File: src/rtl/csa_resolver.sv
// Resolves a carry-save (sum, carry) pair to binary with a chunked, multi-cycle carry-propagate.
// Each RESOLVE cycle adds one CHUNK-wide slice and registers the carry between slices.
module csa_resolver #(
    parameter int unsigned W     = 4,
    parameter int unsigned CHUNK = 2
) (
    input  logic           clk,
    input  logic           rst_n,
    input  logic           in_valid,
    output logic           in_ready,
    input  logic [W-1:0]   in_sum,
    input  logic [W-1:0]   in_carry,
    output logic           out_valid,
    input  logic           out_ready,
    output logic [W+1:0]   out_data,
    output logic           busy
);

    localparam int unsigned N    = W + 2;
    localparam int unsigned NCH  = N / CHUNK;
    localparam int unsigned IdxW = (NCH > 1) ? $clog2(NCH) : 1;

    if ((N % CHUNK) != 0) begin : g_bad_chunk
        $error("csa_resolver: (W+2) must be a multiple of CHUNK");
    end

    typedef enum logic [1:0] {
        StIdle,
        StResolve,
        StDone
    } state_e;

    state_e          state_q, state_d;
    logic [N-1:0]    a_q, a_d;
    logic [N-1:0]    b_q, b_d;
    logic [N-1:0]    res_q, res_d;
    logic [N-1:0]    out_q, out_d;
    logic [IdxW-1:0] idx_q, idx_d;
    logic            cy_q, cy_d;

    logic [CHUNK-1:0] a_chunk, b_chunk;
    logic [CHUNK:0]   chunk_sum;
    logic [N-1:0]     res_upd;
    logic             last_chunk;

    always_comb begin
        a_chunk    = a_q[idx_q*CHUNK +: CHUNK];
        b_chunk    = b_q[idx_q*CHUNK +: CHUNK];
        chunk_sum  = {1'b0, a_chunk} + {1'b0, b_chunk} + {{CHUNK{1'b0}}, cy_q};
        res_upd    = res_q;
        res_upd[idx_q*CHUNK +: CHUNK] = chunk_sum[CHUNK-1:0];
        last_chunk = (idx_q == IdxW'(NCH - 1));
    end

    always_comb begin
        state_d = state_q;
        a_d     = a_q;
        b_d     = b_q;
        res_d   = res_q;
        out_d   = out_q;
        idx_d   = idx_q;
        cy_d    = cy_q;
        unique case (state_q)
            StIdle: begin
                if (in_valid) begin
                    a_d     = {2'b00, in_sum};
                    b_d     = {1'b0, in_carry, 1'b0};
                    res_d   = '0;
                    idx_d   = '0;
                    cy_d    = 1'b0;
                    state_d = StResolve;
                end
            end
            StResolve: begin
                res_d = res_upd;
                if (last_chunk) begin
                    // Range guarantees the final carry is zero, so it is dropped.
                    out_d   = res_upd;
                    idx_d   = '0;
                    cy_d    = 1'b0;
                    state_d = StDone;
                end else begin
                    idx_d = idx_q + 1'b1;
                    cy_d  = chunk_sum[CHUNK];
                end
            end
            StDone: begin
                if (out_ready) begin
                    state_d = StIdle;
                end
            end
            default: state_d = StIdle;
        endcase
    end

    always_ff @(posedge clk or negedge rst_n) begin
        if (!rst_n) begin
            state_q <= StIdle;
            a_q     <= '0;
            b_q     <= '0;
            res_q   <= '0;
            out_q   <= '0;
            idx_q   <= '0;
            cy_q    <= 1'b0;
        end else begin
            state_q <= state_d;
            a_q     <= a_d;
            b_q     <= b_d;
            res_q   <= res_d;
            out_q   <= out_d;
            idx_q   <= idx_d;
            cy_q    <= cy_d;
        end
    end

    assign in_ready  = (state_q == StIdle);
    assign out_valid = (state_q == StDone);
    assign busy      = (state_q == StResolve) || (state_q == StDone);
    assign out_data  = out_q;

endmodule
File: config.mk
export PLATFORM = sky130hd
export DESIGN_NAME = csa_resolver
export DESIGN_NICKNAME = d
export VERILOG_FILES = /design/src/rtl/csa_resolver.sv
export SDC_FILE = /design/constraint.sdc
export NUM_CORES = 1
export LEC_CHECK = 0
export CAP_MARGIN = 20
export CORE_ASPECT_RATIO = 0.9
export CORE_MARGIN = 5
export CORE_UTILIZATION = 50
export CTS_BUF_LIST = sky130_fd_sc_hd__clkbuf_8
export DETAILED_ROUTE_END_ITERATION = 16
export DONT_BUFFER_PORTS = 1
export PLACE_DENSITY_LB_ADDON = 0.3
export SLEW_MARGIN = 20
export SYNTH_ARGS = -nofsm -noshare
export SYNTH_HDL_FRONTEND = slang
export SYNTH_SLANG_ARGS = --single-unit
File: constraint.sdc
create_clock -name clk -period 2.1 [get_ports clk]
set_clock_uncertainty 0.2 [all_clocks]
set_input_delay 0.42 -clock clk [delete_from_list [all_inputs] [get_ports clk]]
set_output_delay 0.42 -clock clk [all_outputs]
set_load 0.01 [all_outputs]
# --- After elaboration in Yosys (flattened, before gate mapping) ---
# Cells that the tools add are included.
op_classes:
  add_sub_neg: 4
  eq_ne: 6
  shift: 4
  n_mux: 13
  n_reduce_logical: 7
ops:
  columns: ["operator", "n"]
  rows:
  - ["negation 3 -> 34 bit", 1]
  - ["variable shift 2 x 34 -> 6 bit (first input constant)", 1]
  - ["variable part select 2 x 34 -> 6 bit", 1]
  - ["case mux 6 bit (2 select lines)", 1]
  - ["variable part select 6 x 4 -> 2 bit", 2]
  - ["2-to-1 mux 2 bit", 5]
  - ["bitwise mux 6 bit", 1]
  - ["2-to-1 mux 6 bit", 1]
  - ["case mux 2 bit (3 select lines)", 1]
  - ["AND reduction 2 bit", 3]
  - ["equality test 2 bit (second input constant)", 2]
  - ["inequality test 2 bit (second input constant)", 2]
  - ["case mux 2 bit (2 select lines)", 1]
  - ["adder 2 x 2 -> 3 bit", 1]
  - ["adder 3 x 1 -> 3 bit", 1]
  - ["AND reduction 3 bit", 1]
  - ["adder 2 x 1 -> 2 bit (second input constant)", 1]
  - ["equality test 2 x 1 -> 1 bit (second input constant)", 1]
  - ["zero test 2 bit", 1]
  - ["2-to-1 mux 1 bit", 2]
  - ["inequality test 2 x 1 -> 1 bit (second input constant)", 1]
  - ["case mux 1 bit (2 select lines)", 1]
  - ["nonzero test 2 bit", 1]
  - ["logical OR 1 bit", 1]
word_totals:
  ff_bits: 25
  in_bits: 12
  word_cells: 41

# --- Longest topological paths before layout ---
# Gate-level depths: netlist of the first run.
logic_depth:
  word_depth: 6
  mapped_depth: 9

# --- Worst setup path before layout of the first run ---
# OpenSTA, ideal clock, no wires.
synth_timing:
  kind: "register to register"
  start: "reg idx_q[0]"
  end: "reg out_q[1] (netlist: out_data[1])"
  setup_ns: 0.077
  arrival_ns: 1.927
  setup_slack_ns: -0.105
  path_stages_with_launch: 10
  period_less_slack_ns: 2.205
  path_cell_list: "dfrtp_1 > buf_2 > mux2i_1 > nor2_1 > fa_1 > inv_1 > fa_1 > inv_1 > a22oi_1 > a21oi_1"
synth_via:
  elab_chain_cells: 5
  word_cells_on_any_way: 10
  cone_classes: "3 x add/sub; 1 x eq/ne; 4 x shift; 1 x mux; 1 x reduce/logical"
synth_lines:
  columns: ["item", "line_no", "rtl"]
  rows:
  - ["start, declared", "38", "logic [IdxW-1:0] idx_q, idx_d;"]
  - ["start signal, assigned", "111", "idx_q <= idx_d;"]
  - ["variable part select 6 x 4 -> 2 bit, on equally long branches", "47, 48", null]
  - ["adder 2 x 2 -> 3 bit", "49", "chunk_sum = {1'b0, a_chunk} + {1'b0, b_chunk} + {{CHUNK{1'b0}}, cy_q};"]
  - ["adder 3 x 1 -> 3 bit", "49", null]
  - ["variable part select 2 x 34 -> 6 bit", "51", "res_upd[idx_q*CHUNK +: CHUNK] = chunk_sum[CHUNK-1:0];"]
  - ["bitwise mux 6 bit", "51", null]
  - ["end signal, assigned", "110", "out_q <= out_d;"]
  - ["end, declared", "37", "logic [N-1:0] out_q, out_d;"]
# Parallel ways exist; a longest one is shown, timed or not.
# A chain may end at the register's enable or synchronous reset.

# --- Final worst setup path of the first run ---
layout_timing:
  start: "reg idx_q[0]"
  end: "reg res_q[1]"
layout_via:
  elab_chain_cells: 6
  word_cells_on_any_way: 9
  cone_classes: "3 x add/sub; 4 x shift; 2 x mux"
layout_lines:
  columns: ["item", "line_no", "rtl"]
  rows:
  - ["variable part select 6 x 4 -> 2 bit, on equally long branches", "47, 48", null]
  - ["adder 2 x 2 -> 3 bit", "49", null]
  - ["adder 3 x 1 -> 3 bit", "49", null]
  - ["variable part select 2 x 34 -> 6 bit", "51", null]
  - ["bitwise mux 6 bit *", "51", null]
  - ["case mux 6 bit (2 select lines) *", "63", "unique case (state_q)"]
  - ["end signal, assigned", "109", "res_q <= res_d;"]
  - ["end, declared", "36", "logic [N-1:0] res_q, res_d;"]
# Mark *: on every way between the ends. The rest lies on a longest branch, timed or not.

==> results of run 1 <==
-- area by class of cell --
type / instances / area [µm²]
timing repair buffer: 7 / 67.6
clock inverter: 1 / 5.00
clock buffer: 3 / 41.3
sequential: 25 / 627
multi-input combinational: 73 / 632
inverter: 13 / 48.8
fill: 197 / 1030
tap: 28 / 35.0
-- worst max-delay path, cell delays in order, from the launching register on --
cell and delay (ns):
sky130_fd_sc_hd__dfrtp_2 0.45, sky130_fd_sc_hd__mux2i_1 0.13, sky130_fd_sc_hd__nor2_1 0.14, sky130_fd_sc_hd__fa_2 0.22, sky130_fd_sc_hd__inv_2 0.04, sky130_fd_sc_hd__fa_2 0.56
sky130_fd_sc_hd__inv_2 0.07, sky130_fd_sc_hd__a32o_1 0.26
-- logic make-up after synthesis --
group	synth area share (%)
AOI/OAI and AO/OA	15.3
muxes	11.3
adders and majority gates	10.7
and+or+nand+nor	9.57
DFF	47.8
buffers and inverters	5.26
-- layout by cell type, fill, tap and decap left out, types with 2 or more instances in the layout --
| master | n |
|---|---|
| sky130_fd_sc_hd__a21oi_1 | 3 |
| sky130_fd_sc_hd__a22oi_1 | 2 |
| sky130_fd_sc_hd__a22oi_2 | 2 |
| sky130_fd_sc_hd__a31o_1 | 2 |
| sky130_fd_sc_hd__a31oi_1 | 3 |
| sky130_fd_sc_hd__a32o_1 | 4 |
| sky130_fd_sc_hd__and4bb_2 | 2 |
| sky130_fd_sc_hd__buf_4 | 5 |
| sky130_fd_sc_hd__clkbuf_8 | 3 |
| sky130_fd_sc_hd__dfrtp_1 | 24 |
| sky130_fd_sc_hd__fa_2 | 2 |
| sky130_fd_sc_hd__ha_1 | 8 |
| sky130_fd_sc_hd__inv_1 | 11 |
| sky130_fd_sc_hd__inv_2 | 2 |
| sky130_fd_sc_hd__mux2_2 | 11 |
| sky130_fd_sc_hd__nand2_1 | 9 |
| sky130_fd_sc_hd__nand2b_1 | 3 |
| sky130_fd_sc_hd__nor2_1 | 5 |
| sky130_fd_sc_hd__o21a_1 | 2 |
| sky130_fd_sc_hd__o21ai_0 | 2 |
| sky130_fd_sc_hd__o221ai_1 | 2 |
| sky130_fd_sc_hd__o32ai_1 | 2 |
-- how the worst min path moves through the flow --
stage | start | end | slack [ns] | cells past startpoint
2_1_floorplan | rst_n | a_q[0]$_DFFE_PN0P_ | -0.08 | 0
3_3_place_gp | rst_n | res_q[2]$_DFFE_PN0P_ | -0.07 | 0
3_5_place_dp | rst_n | res_q[2]$_DFFE_PN0P_ | -0.07 | 0
4_1_cts | in_sum[3] | a_q[3]$_DFFE_PN0P_ | 0.09 | 1
5_1_grt | in_sum[3] | a_q[3]$_DFFE_PN0P_ | 0.08 | 1
6_report | in_sum[3] | a_q[3]$_DFFE_PN0P_ | 0.1 | 1
-- flip-flops by register name, indices dropped and copies added (netlist names) --
signal    count
cy_q          1
res_q         6
b_q           4
out_data      6
idx_q         2
a_q           4
state_q       2
-- per-layer routing --
metal / track usage (%) / up-vias / share of wire, %
met5: 0 / - / 0
met4: 4.45 / 0 / 0.92
met3: 4.96 / 4 / 4.7
met2: 24.8 / 22 / 50
met1: 17.0 / 450 / 44
li1: - / 422 / -
-- power by group --
part,switching (mW),internal [mW],total (mW)
logic,0.660,0.536,1.20
clock network,0.149,0.133,0.282
registers,0.156,0.685,0.842
-- what timing repair did --
| action | 4_1_cts | 5_1_grt |
|---|---|---|
| pin swaps | 4 | 2 |
| gates resized for setup | 2 | 4 |
| setup endpoints to repair | 6 | 6 |
| hold buffers | 2 | 0 |
| endpoints found under the hold margin | 25 | 0 |
-- metrics by stage --
stage	instance area, µm²	TNS (ns)
after floorplan	1320	-0.189
after global placement	1360	-0.175
after detailed placement	1360	-0.591
after CTS	1440	-0.371
after global routing	1460	-0.822
final	1460	-0.276
==> run summary, run 1 <==
The run finished, with violations left. The final reports fail on setup timing. Row generation in the floorplan step produced 17 rows. After clock tree synthesis, the clock-pin slew on the worst setup and hold paths is 0.09 ns. In this run the remaining antenna-violating nets after routing total 0. Critical path startpoint category: a flop.

The largest buffer count on any clock path is 2, and the length in cells of the worst reg-to-reg path is 7. Yosys attributes the largest share of cell area to sky130_fd_sc_hd__dfrtp_1 48%, sky130_fd_sc_hd__mux2_2 9.5%, sky130_fd_sc_hd__ha_1 7.7%. The endpoint kind of the worst setup timing path is a flop. Relative to the synthesized area, the layout overhead comes to 11.4%. Once the floorplan was initialized, standard cells occupied 52.5% of the core. The floorplan step set the die height to 58.5 µm. The async set-reset flop share out of synthesis works out to 100%. The number of diodes came out at 0.

The total power density per cell area works out to 1590 nW/µm². For the final estimated routing congestion in global placement, the log shows 0.784. Classification of the worst-slack hold path: in -> reg. The detailed-route DRC error count came out at 0.

During I/O placement, the number of pins put on the boundary was 21. The insertion delay to the later sink of the worst-skew pair was 0.27 ns; the maximum clock frequency was 460 MHz. The period utilization was 104%; the static leakage power was 0.632 nW. Measured against its own limit, the worst slew margin works out to 70.1%. The post-detailed-route wirelength per cell was 16.0 µm; the number of DRC violations after detailed-routing iteration 0 was 32. The clock sink count is 25, and the actual transition at the worst max-transition pin is 0.440 ns. The count of input and output buffers was 0. The clock buffer count from CTS was 3; the number of slew-limit violations in the final report was 0.

The biggest area contributor in the post-synthesis netlist is sky130_fd_sc_hd__dfrtp_1. After legalization and detailed placement, the total HPWL measured 1820 µm. Destination of the critical timing path: res_q[1]$_DFFE_PN0P_. The detailed router placed 898 vias in this run.

Ranked by instance count, the synthesized netlist is headed by 25 x sky130_fd_sc_hd__dfrtp_1, 13 x sky130_fd_sc_hd__inv_1, 11 x sky130_fd_sc_hd__mux2_2, 9 x sky130_fd_sc_hd__nand2_1, 8 x sky130_fd_sc_hd__ha_1. Area fraction of the dominant cell type after synthesis: 47.8%. TritonCTS built the clock tree. At the end of the flow the core is filled with cells to 58.5%. The minimum period implied by the final worst setup slack was 2.17 ns; the post-layout total power was 2.32 mW. Yosys mapped a number of flops with a built-in enable equal to 0. Entering global routing, the biggest net connects 26 pins.

In the final layout, the share of cells above drive strength 1 is 27.0%. In this run the critical register-to-register path is launched from idx_q[0]$_DFFE_PN0P_. Synthesis produced a netlist whose cell count is 115. Among all flip-flop cells after synthesis, the most frequent one is sky130_fd_sc_hd__dfrtp_1. Data required time of the critical path: 2.06 ns. sky130_fd_sc_hd__dfrtp_1 is the most common cell in the netlist. For the floorplan core area, the log shows 2490 µm². IR analysis of the VDD net gives a maximum drop of 0.000924 V. For flop-to-flop paths, the worst setup slack is -0.07 ns. The synthesized netlist contains 28 unique library cells. Global routing used 14.4% of the available tracks across all layers. The total count of hold-check failures in the final report is 0, and the post-synth design cell area is 1310 µm². The first TritonRoute pass finished after 4 iterations. The warning count from the yosys run came out at 0. Clock tree synthesis selected as its root buffer the cell sky130_fd_sc_hd__clkbuf_8.

For the data arrival time of the critical path, the log shows 2.14 ns. For the setup slack of the critical path after layout, the log shows -0.0738 ns. The final count of negative-setup-slack endpoints is 6, and the sequential cell area fraction in the yosys report is 47.8%.

The tools report the count of maximum capacitance violations as 0. Dividing the detail-routed via count by the number of cells gives 5.99. In this run, placement finished with an instance count of 144.

Leaving out filler cells and counting taps, the final layout contains 150. For this run, the post-layout net count is 145. The worst setup path is of the reg -> reg kind.

The run gives 0 as the post-CTS setup buffer count. The die is 63.9 µm wide. For the number of antenna violations at the first check in global routing, the log shows 0. The number of levels in the clock H-tree was 1; the area of the die was 3740 µm².

A synthesized cell averages 11.4 µm². The destination of the worst register-to-register timing path is res_q[1]$_DFFE_PN0P_. The critical path starts at idx_q[0]$_DFFE_PN0P_. Synthesis produced a netlist with a net count of 137. In this run the worst path has a maximum fanout of 5. Hold is met by 0.0966 ns. The logs give 0 for the total global routing overflow and 2400 µm for the sum of routed wire length over all layers. The via count of the first global-routing pass is 960. Synthesis inferred 25 register bits. The first global-routing pass estimated 4240 µm of wire. Prior to clock tree synthesis, the placed netlist has a worst setup slack of -0.129 ns. Setup repair after global routing could not meet its margin everywhere.
Note: power is estimated with default switching activity, not from simulation.
==> run 2, diff against run 1 <==
- SLEW_MARGIN: 20 -> not set
- clock period: 2.1 -> 2.3 ns (I/O delays scaled with it)
==> run 2 against run 1 <==
Against the previous run:
- maximum frequency decreased by 2.8%
- sequential power decreased by 8.6%
- count of clock-buffer cells in the layout unchanged
- the run now ends clean
- sequential cell count unchanged
- largest cell class is now registers
- critical path depth decreased by 1
- critical endpoint is now res_q[3]$_DFFE_PN0P_
- worst hold slack improved by 0.043 ns
==> run summary, run 2 (synthesized netlist as in run 1, its figures left out) <==
Most common cell after layout, fill and taps aside: sky130_fd_sc_hd__dfrtp_1. TritonCTS built the clock tree. The largest vdd supply drop came out at 0.000915 V.

After clock tree synthesis, the setup repair step added 0 buffers. The number of antenna diodes in the final layout is 0. Before CTS, the worst setup slack after placement is 0.0841 ns. The die is 63.9 µm wide. The remaining antenna violation count is 0. The library cell used as clock root buffer was sky130_fd_sc_hd__clkbuf_8. The number of cell rows is 17, and the post-detailed-route wirelength per cell is 15.4 µm.

The clock buffer count from CTS came out at 3. The tools report the total placed instance area as 1340 µm². For the largest buffer count on any clock path, the log shows 2. Setup repair after global routing could not meet its margin everywhere. In the layout the commonest cells are 24 x sky130_fd_sc_hd__dfrtp_1, 13 x sky130_fd_sc_hd__inv_1, 11 x sky130_fd_sc_hd__mux2_2. Registers are responsible for 37.8% of the overall power.

The layer flagged by global routing as most heavily used is met2. For this run, design rule violations remaining after detail routing come to 0. Fraction of layout cells with a size suffix above 1: 21.8%.

The region available for standard cell placement spans 2490 µm². The highest net fanout along the worst path was 3. The tightest min-delay check is of the in -> reg type. At the worst endpoint, the required time is 2.27 ns. The wire length of the first global-routing pass came out at 4050 µm.

The logs give 447 MHz for the maximum clock frequency and 50.0% for the combinational cell fraction of total power. The total power density per cell area is 1430 nW/µm². The critical path class was reg -> reg. For the post-layout instance area, the log shows 1430 µm². The number of slew-limit violations in the final report was 0; the overall die height was 58.5 µm. The layout has 214 filler cells. The sum of routed wire length over all layers was 2260 µm; the period utilization was 97.2%.

Length of the first detailed-routing pass in iterations: 4. Routability-driven placement finished with a final weighted congestion of 0.830. The actual transition at the worst max-transition pin was 0.548 ns; the global-route track usage on met2 was 23.4%. The tools report the total global routing overflow as 0. After layout, the minimum clock period comes to 2.24 ns. Using the TritonRoute via totals, the vias-per-cell ratio works out to 5.85. Across the run, the number of max-cap violations was 0.

The clock network fraction of design power came out at 12.3%. The switching share of total power was 40.9%; the pin count of the biggest net entering global routing was 26. The clock-pin transition on the worst setup and hold timing paths was 0.08 ns; the count of input and output buffers was 0. The die covers 3740 µm². The run finished with clean final reports. The insertion delay to the later sink of the worst-skew pair is 0.26 ns, and the clock sink count is 25. Global routing used 13.4% of the available tracks. The number of antenna violations at the first check in global routing was 0; the remaining max-slew budget at the tightest pin was 63.3%. The data arrival time of the critical path is 2.20 ns, and the number of I/O pins is 21.

The logs give 0 for the final count of negative-setup-slack endpoints and 33 for the number of DRC violations after detailed-routing iteration 0. Number of levels in the clock H-tree: 1. Total number of vias: 860. The final layout contains 142 nets. Global routing used 4.77% of the available met3 tracks. The analysis attributes to cell leakage a power of 0.618 nW. Cell internal power was estimated by the tool at 1.20 mW. The HPWL after detailed placement is 1780 µm.

The initial utilization of the core area, before any placement, comes to 52.5%. The layout overhead on the synthesized area came out at 9.09%. The critical path startpoint category is a flop. The tools report the setup slack of the critical path after layout as 0.0647 ns. The tools report the total count of hold-check failures in the final report as 0. Summed over all nets, the switching power comes to 0.834 mW. The via count of the first global-routing pass was 910. The endpoint kind of the worst setup timing path was a flop.

Global routing used 16.3% of the available met1 tracks.
-- run 2: power by group through the flow --
| stage | sequential, mW | clock [mW] | combinational (mW) |
|---|---|---|---|
| after floorplan | 0.738 | 0 | 0.803 |
| after global placement | 0.770 | 0 | 0.951 |
| after detailed placement | 0.778 | 0 | 0.975 |
| after CTS | 0.769 | 0.258 | 0.986 |
| after global routing | 0.795 | 0.278 | 1.15 |
| final | 0.770 | 0.250 | 1.02 |
-- run 2: worst paths after layout --
path / start / to / slack [ns] / depth (start not counted)
min in group asynchronous: rst_n / res_q[3]$_DFFE_PN0P_ / 0.41 / 1
min: in_sum[3] / a_q[3]$_DFFE_PN0P_ / 0.14 / 1
max: idx_q[0]$_DFFE_PN0P_ / res_q[3]$_DFFE_PN0P_ / 0.06 / 6
max reg2reg: idx_q[0]$_DFFE_PN0P_ / res_q[3]$_DFFE_PN0P_ / 0.06 / 6
max in group asynchronous: rst_n / idx_q[1]$_DFFE_PN0P_ / 0.99 / 2
min reg2reg: res_q[4]$_DFFE_PN0P_ / res_q[4]$_DFFE_PN0P_ / 0.31 / 1
-- run 2: timing repair --
action,CTS,global route
hold endpoints to repair,25,0
setup endpoints to repair,0,3
resized for setup,0,6
hold buffers,1,0
-- run 2: area by class of cell --
type	count	area, µm²	share of cell area [%]
clock buffer	3	41.3	2.89
clock inverter	1	3.75	0.263
inverter	13	48.8	3.42
multi-input combinational	73	627	43.9
sequential	25	627	43.9
tap	28	35.0	2.46
timing repair buffer	4	43.8	3.07
-- run 2: critical path, cell delays in order (launching register included) --
cell and delay, ns:
sky130_fd_sc_hd__dfrtp_1 0.40, sky130_fd_sc_hd__mux2i_1 0.25, sky130_fd_sc_hd__nor2_1 0.10, sky130_fd_sc_hd__fa_2 0.34, sky130_fd_sc_hd__inv_1 0.08, sky130_fd_sc_hd__fa_1 0.46
sky130_fd_sc_hd__o32ai_1 0.30
-- run 2: through the flow --
step / util (%) / std cells / TNS [ns] / hold WS, ns / power [mW]
2_1_floorplan: - / 115 / 0 / -0.0356 / 1.54
3_5_place_dp: 53.7 / 141 / 0 / -0.0347 / 1.75
4_1_cts: 56.0 / 146 / 0 / 0.133 / 2.01
3_3_place_gp: 53.7 / 141 / 0 / -0.0348 / 1.72
5_1_grt: 57.3 / 147 / -0.148 / 0.128 / 2.22
6_report: 57.3 / 147 / 0 / 0.139 / 2.04
-- run 2: layer usage --
layer	wire length, µm	up-vias	share of wire, %
li1	-	419	-
met1	1000	419	44
met2	1130	19	50
met3	118	3	5.2
met4	10	0	0.44
met5	0	-	0
==> run 3, diff against run 2 <==
- CTS_CLUSTER_SIZE: not set -> 10
==> results of run 3 <==
Final layout, timing and power as in run 2 (identical DEF).
==> RTL change 1: new RTL, flow settings as in run 3 <==
Reset style: synchronous (`rst_n`), changed in one clocked block.
--- a/src/rtl/csa_resolver.sv
+++ b/src/rtl/csa_resolver.sv
@@ -93,7 +93,7 @@
         endcase
     end
 
-    always_ff @(posedge clk or negedge rst_n) begin
+    always_ff @(posedge clk) begin
         if (!rst_n) begin
             state_q <= StIdle;
             a_q     <= '0;
Behaviour: differs if rst_n is asserted again (counterexample within 4 cycles, from zero or initial values and one cycle with rst_n low); with rst_n held inactive, the same outputs for 10 cycles.
==> RTL change 1 against run 3 <==
- non-clock buffer count rose by 1
- synthesized area rose by 1.1%
- sequential share of layout area fell by 8.5 points
- setup slack got worse by 0.059 ns
- sequential cell count did not move
- design area fell by 0.79%
- routed wire length rose by 15%
Power is not compared: it rests on default switching activity, and its combinational part moved more than twofold at a synthesized area within 25%.
==> RTL change 1: results (changes against run 3) <==
Place
  – Setup slack after placement: -0.0956 ns (-0.180 ns)
  – Final RePlAce weighted congestion: 0.824 (-0.69%)
  – Placed Cells: 170 (+21%)
  – Placed Area: 1350 um^2 (+1.2%)
  – DP Wirelength: 2000 um (+12%)

Timing
  – Final WS setup: 0.00538 ns (-0.0593 ns)
  – Worst-margin pin slew: 0.355 ns (-0.193 ns)
  – Hold Slack: 0.113 ns (-0.0260 ns)

Synth
  – Post-synth top area share: 37.9% (-10 points)
  – Synth Area in Adders: 10.6% (-0.11 points)
  – Mux cell area share after synthesis: 4.83% (-6.5 points)
  – Synth top cells by count: dfxtp_1, nand2_1, a21oi_1
  – Ys async rst share: 0% (-100 points)
  – Compound-Gate Fraction of Synth Area: 23.3% (+8.0 points)
  – Cells after Synth: 144 (+25%)
  – Distinct cells, synth: 31 (+11%)
  – Register area share after synthesis: 37.9% (-10 points)
  – Top post-synthesis cells by area: dfxtp_1, a21oi_1, ha_1

Critical path
  – Worst path slowest cell: fa_2
  – Crit path max fanout: 4 (+1)
  – R2R cell count: 8 (+2)
  – FF-to-FF Start: idx_q[0]
  – Reg2reg end: out_data[3]

Hold path
  – Hold endpoint: state_q[1]
  – Hold wc startpoint: rst_n

GRT
  – Global router's overall resource usage: 14.4% (+1.1 points)
  – Routing usage on met1: 18.1% (+1.8 points)
  – Vias in the first global route: 970 (+6.6%)
  – Largest net degree at the start of global routing: 15 (-42%)
  – Met2 usage: 24.2% (+0.86 points)
  – Met3 usage: 4.58% (-0.19 points)

Finish
  – Layout cells sized above 1: 21.2% (-0.62 points)

Drt
  – DR WL/cell: 15.0 um (-2.5%)
  – Met2 WL: 1220 um (+7.8%)
  – Via count: 1009 (+17%)
  – Metal1 wirelength: 1250 um (+25%)
  – Iter 0 DRT Violations: 40 (+21%)
  – Final wirelength: 2610 um (+15%)
  – WL met3: 115 um (-2.5%)

Clock network
  – TritonCTS Buffers: 3 (unchanged)
  – CTS max path bufs: 2 (unchanged)

Power and ir drop
  – Sequential power: slightly below 500 uW

Run status
  – Status: completed
RTL change 1: changes by cell type after synthesis, moves of 4 or more:
cell     change
mux2_2       -8
a32o_1       -4
nand2_1     +13
inv_1        -6
dfrtp_1     -25
a32o_2       +6
nor2b_1      +9
dfxtp_1     +25
a21oi_1     +16
a22oi_1      -4
RTL change 1: final cells by class:
cell class	count	area, um^2
tap	28	35.0
timing repair buffer	5	37.5
fill	223	1070
clock inverter	1	5.00
inverter	8	30.0
sequential	25	502
clock buffer	3	41.3
multi-input combinational	104	764
RTL change 1: kinds of logic (layout without fill, tap and decap cells):
group,after synthesis,in the layout
multiplexers,6,6
AO/OA/AOI/OAI,42,42
flip-flops,25,25
buffers and inverters,15,17
AND/OR/NAND/NOR,46,46
adder cells (fa/ha/maj),10,10
RTL change 1: what timing repair did:
item / CTS / global route
endpoints found under the setup margin: 4 / 4
cloned: 0 / 0
setup buffers: 0 / 0
pin swaps: 7 / 4
resized for setup: 4 / 3
==> RTL change 2: new RTL, settings of run 3 <==
Without the edit above. Change the parameter `W` from 4 to 2.
--- a/src/rtl/csa_resolver.sv
+++ b/src/rtl/csa_resolver.sv
@@ -1,7 +1,7 @@
 // Resolves a carry-save (sum, carry) pair to binary with a chunked, multi-cycle carry-propagate.
 // Each RESOLVE cycle adds one CHUNK-wide slice and registers the carry between slices.
 module csa_resolver #(
-    parameter int unsigned W     = 4,
+    parameter int unsigned W     = 2,
     parameter int unsigned CHUNK = 2
 ) (
     input  logic           clk,
Ports: changed (resized in_carry, in_sum and out_data); port bits go from 21 to 15. No check against the original RTL was run, so the function may have changed too.
==> RTL change 2 against run 3 <==
- routed wire length fell by 51%
- hold slack better by 0.0014 ns
- non-clock buffer count is 2 lower
- sequential cell count fell by 11
- setup slack improved by 0.28 ns
- global-route usage is 1.0 points lower
- highest routed layer unchanged
- combinational power down 51%
- design area decreased by 43%
- total power down 42%
- synthesized cell count down 49%
- synthesized area fell by 45%
- clock power is 6% lower
==> RTL change 2: results (changes against run 3) <==
Clock network
  – Post_cts resized: 0 (unchanged)
  – Reg clk slew, reported paths: 0.06 ns (-0.02 ns)
  – H-tree levels: 1 (unchanged)

Synth
  – Synth Flop Type: dfrtp_1
  – Top post-synthesis cells by area: dfrtp_1, mux2_1, ha_1
  – Distinct cells, synth: 18 (-36%)
  – Mux cell area share after synthesis: 18.5% (+7.2 points)
  – Synth Area in Adders: 13.1% (+2.4 points)
  – Post-Syn Nets: 74 (-46%)
  – Compound-Gate Fraction of Synth Area: 7.25% (-8.1 points)
  – Synth top cells by count: dfrtp_1, mux2_1, ha_1, nand2_1, inv_1
  – Register area share after synthesis: 48.4% (+0.51 points)
  – Ys async rst share: 100% (unchanged)

GRT
  – Routing usage on met1: 12.6% (-3.7 points)
  – First-pass GRT wire length: 1980 um (-51%)
  – Vias in the first global route: 459 (-50%)
  – Largest net degree at the start of global routing: 15 (-42%)
  – Global router's overall resource usage: 12.4% (-1.0 points)
  – Met2 usage: 18.3% (-5.1 points)
  – Met3 usage: 6.80% (+2.0 points)

Place
  – Final RePlAce weighted congestion: 0.676 (-19%)
  – Port Buffers: 0 (unchanged)
  – DP Wirelength: 859 um (-52%)

Run status
  – Status: completed

Drt
  – Via count: 433 (-50%)
  – Drt pass-1 iters: 3 (-1)
  – Iter 0 DRT Violations: 2 (-94%)
  – WL met3: 87 um (-26%)
  – Final wirelength: 1100 um (-51%)
  – Met2 WL: 489 um (-57%)
  – Top Metal Used: met4
  – Metal1 wirelength: 474 um (-53%)

Finish
  – Filler cell count: 125 (-42%)
  – N_diodes: 0 (unchanged)
  – Fin nets: 79 (-44%)
  – Layout cells sized above 1: 14.3% (-7.6 points)

Critical path
  – Crit path max fanout: 2 (-1)
  – Critical path arrival: 1.94 ns (-0.26 ns)
  – Worst path max stage delay: 0.49 ns (+0.03 ns)

Power and ir drop
  – Net Sw Frac: 35.9% (-5.0 points)
  – Leakage power: 0.000381 uW (-38%)
  – Worst VDD drop: 0.606 mV (-34%)

Timing
  – Worst-margin pin slew: 0.581 ns (+0.0335 ns)
[RTL change 2: changes by cell type after synthesis, sizes merged, moves of 3 or more]
| cell | delta |
|---|---|
| a32o | -4 |
| a21oi | -4 |
| inv | -9 |
| nor2 | -5 |
| a22oi | -4 |
| nor2b | +3 |
| a31oi | -3 |
| dfrtp | -11 |
[RTL change 2: area by class of cell]
type,instances,area [um^2],area share [%]
Tap cell,15,18.8,2.33
Clock buffer,4,55.1,6.82
Timing Repair Buffer,2,17.5,2.17
Sequential cell,14,350,43.4
Inverter,4,15.0,1.86
Multi-Input combinational cell,39,350,43.4
[RTL change 2: stage by stage]
step / utilization, % / worst slack, ns / std cells / instance area (um^2)
floorplan: - / 0.136 / 59 / 724
CTS: 57.0 / 0.334 / 78 / 807
global route: 57.0 / 0.262 / 78 / 807
detailed placement: 52.4 / 0.351 / 73 / 742
global placement: 52.4 / 0.384 / 73 / 742
finish: 57.0 / 0.347 / 78 / 807
[RTL change 2: power by group through the flow]
stage / clock (uW) / sequential [uW] / combinational [uW]
2_1_floorplan: 0 / 434 / 423
3_3_place_gp: 0 / 451 / 496
3_5_place_dp: 0 / 456 / 506
4_1_cts: 246 / 452 / 514
5_1_grt: 261 / 467 / 567
6_report: 234 / 448 / 503
[RTL change 2: final timing paths]
| path | from | to | slack (ns) | depth (start not counted) |
|---|---|---|---|---|
| max reg2reg | idx_q | res_q[1] | 0.35 | 6 |
| max in group asynchronous | rst_n | res_q[0] | 1.07 | 1 |
| max | idx_q | res_q[1] | 0.35 | 6 |
| min in group asynchronous | rst_n | cy_q | 0.45 | 1 |
| min | in_carry[0] | b_q[1] | 0.14 | 1 |
| min reg2reg | a_q[1] | a_q[1] | 0.28 | 1 |
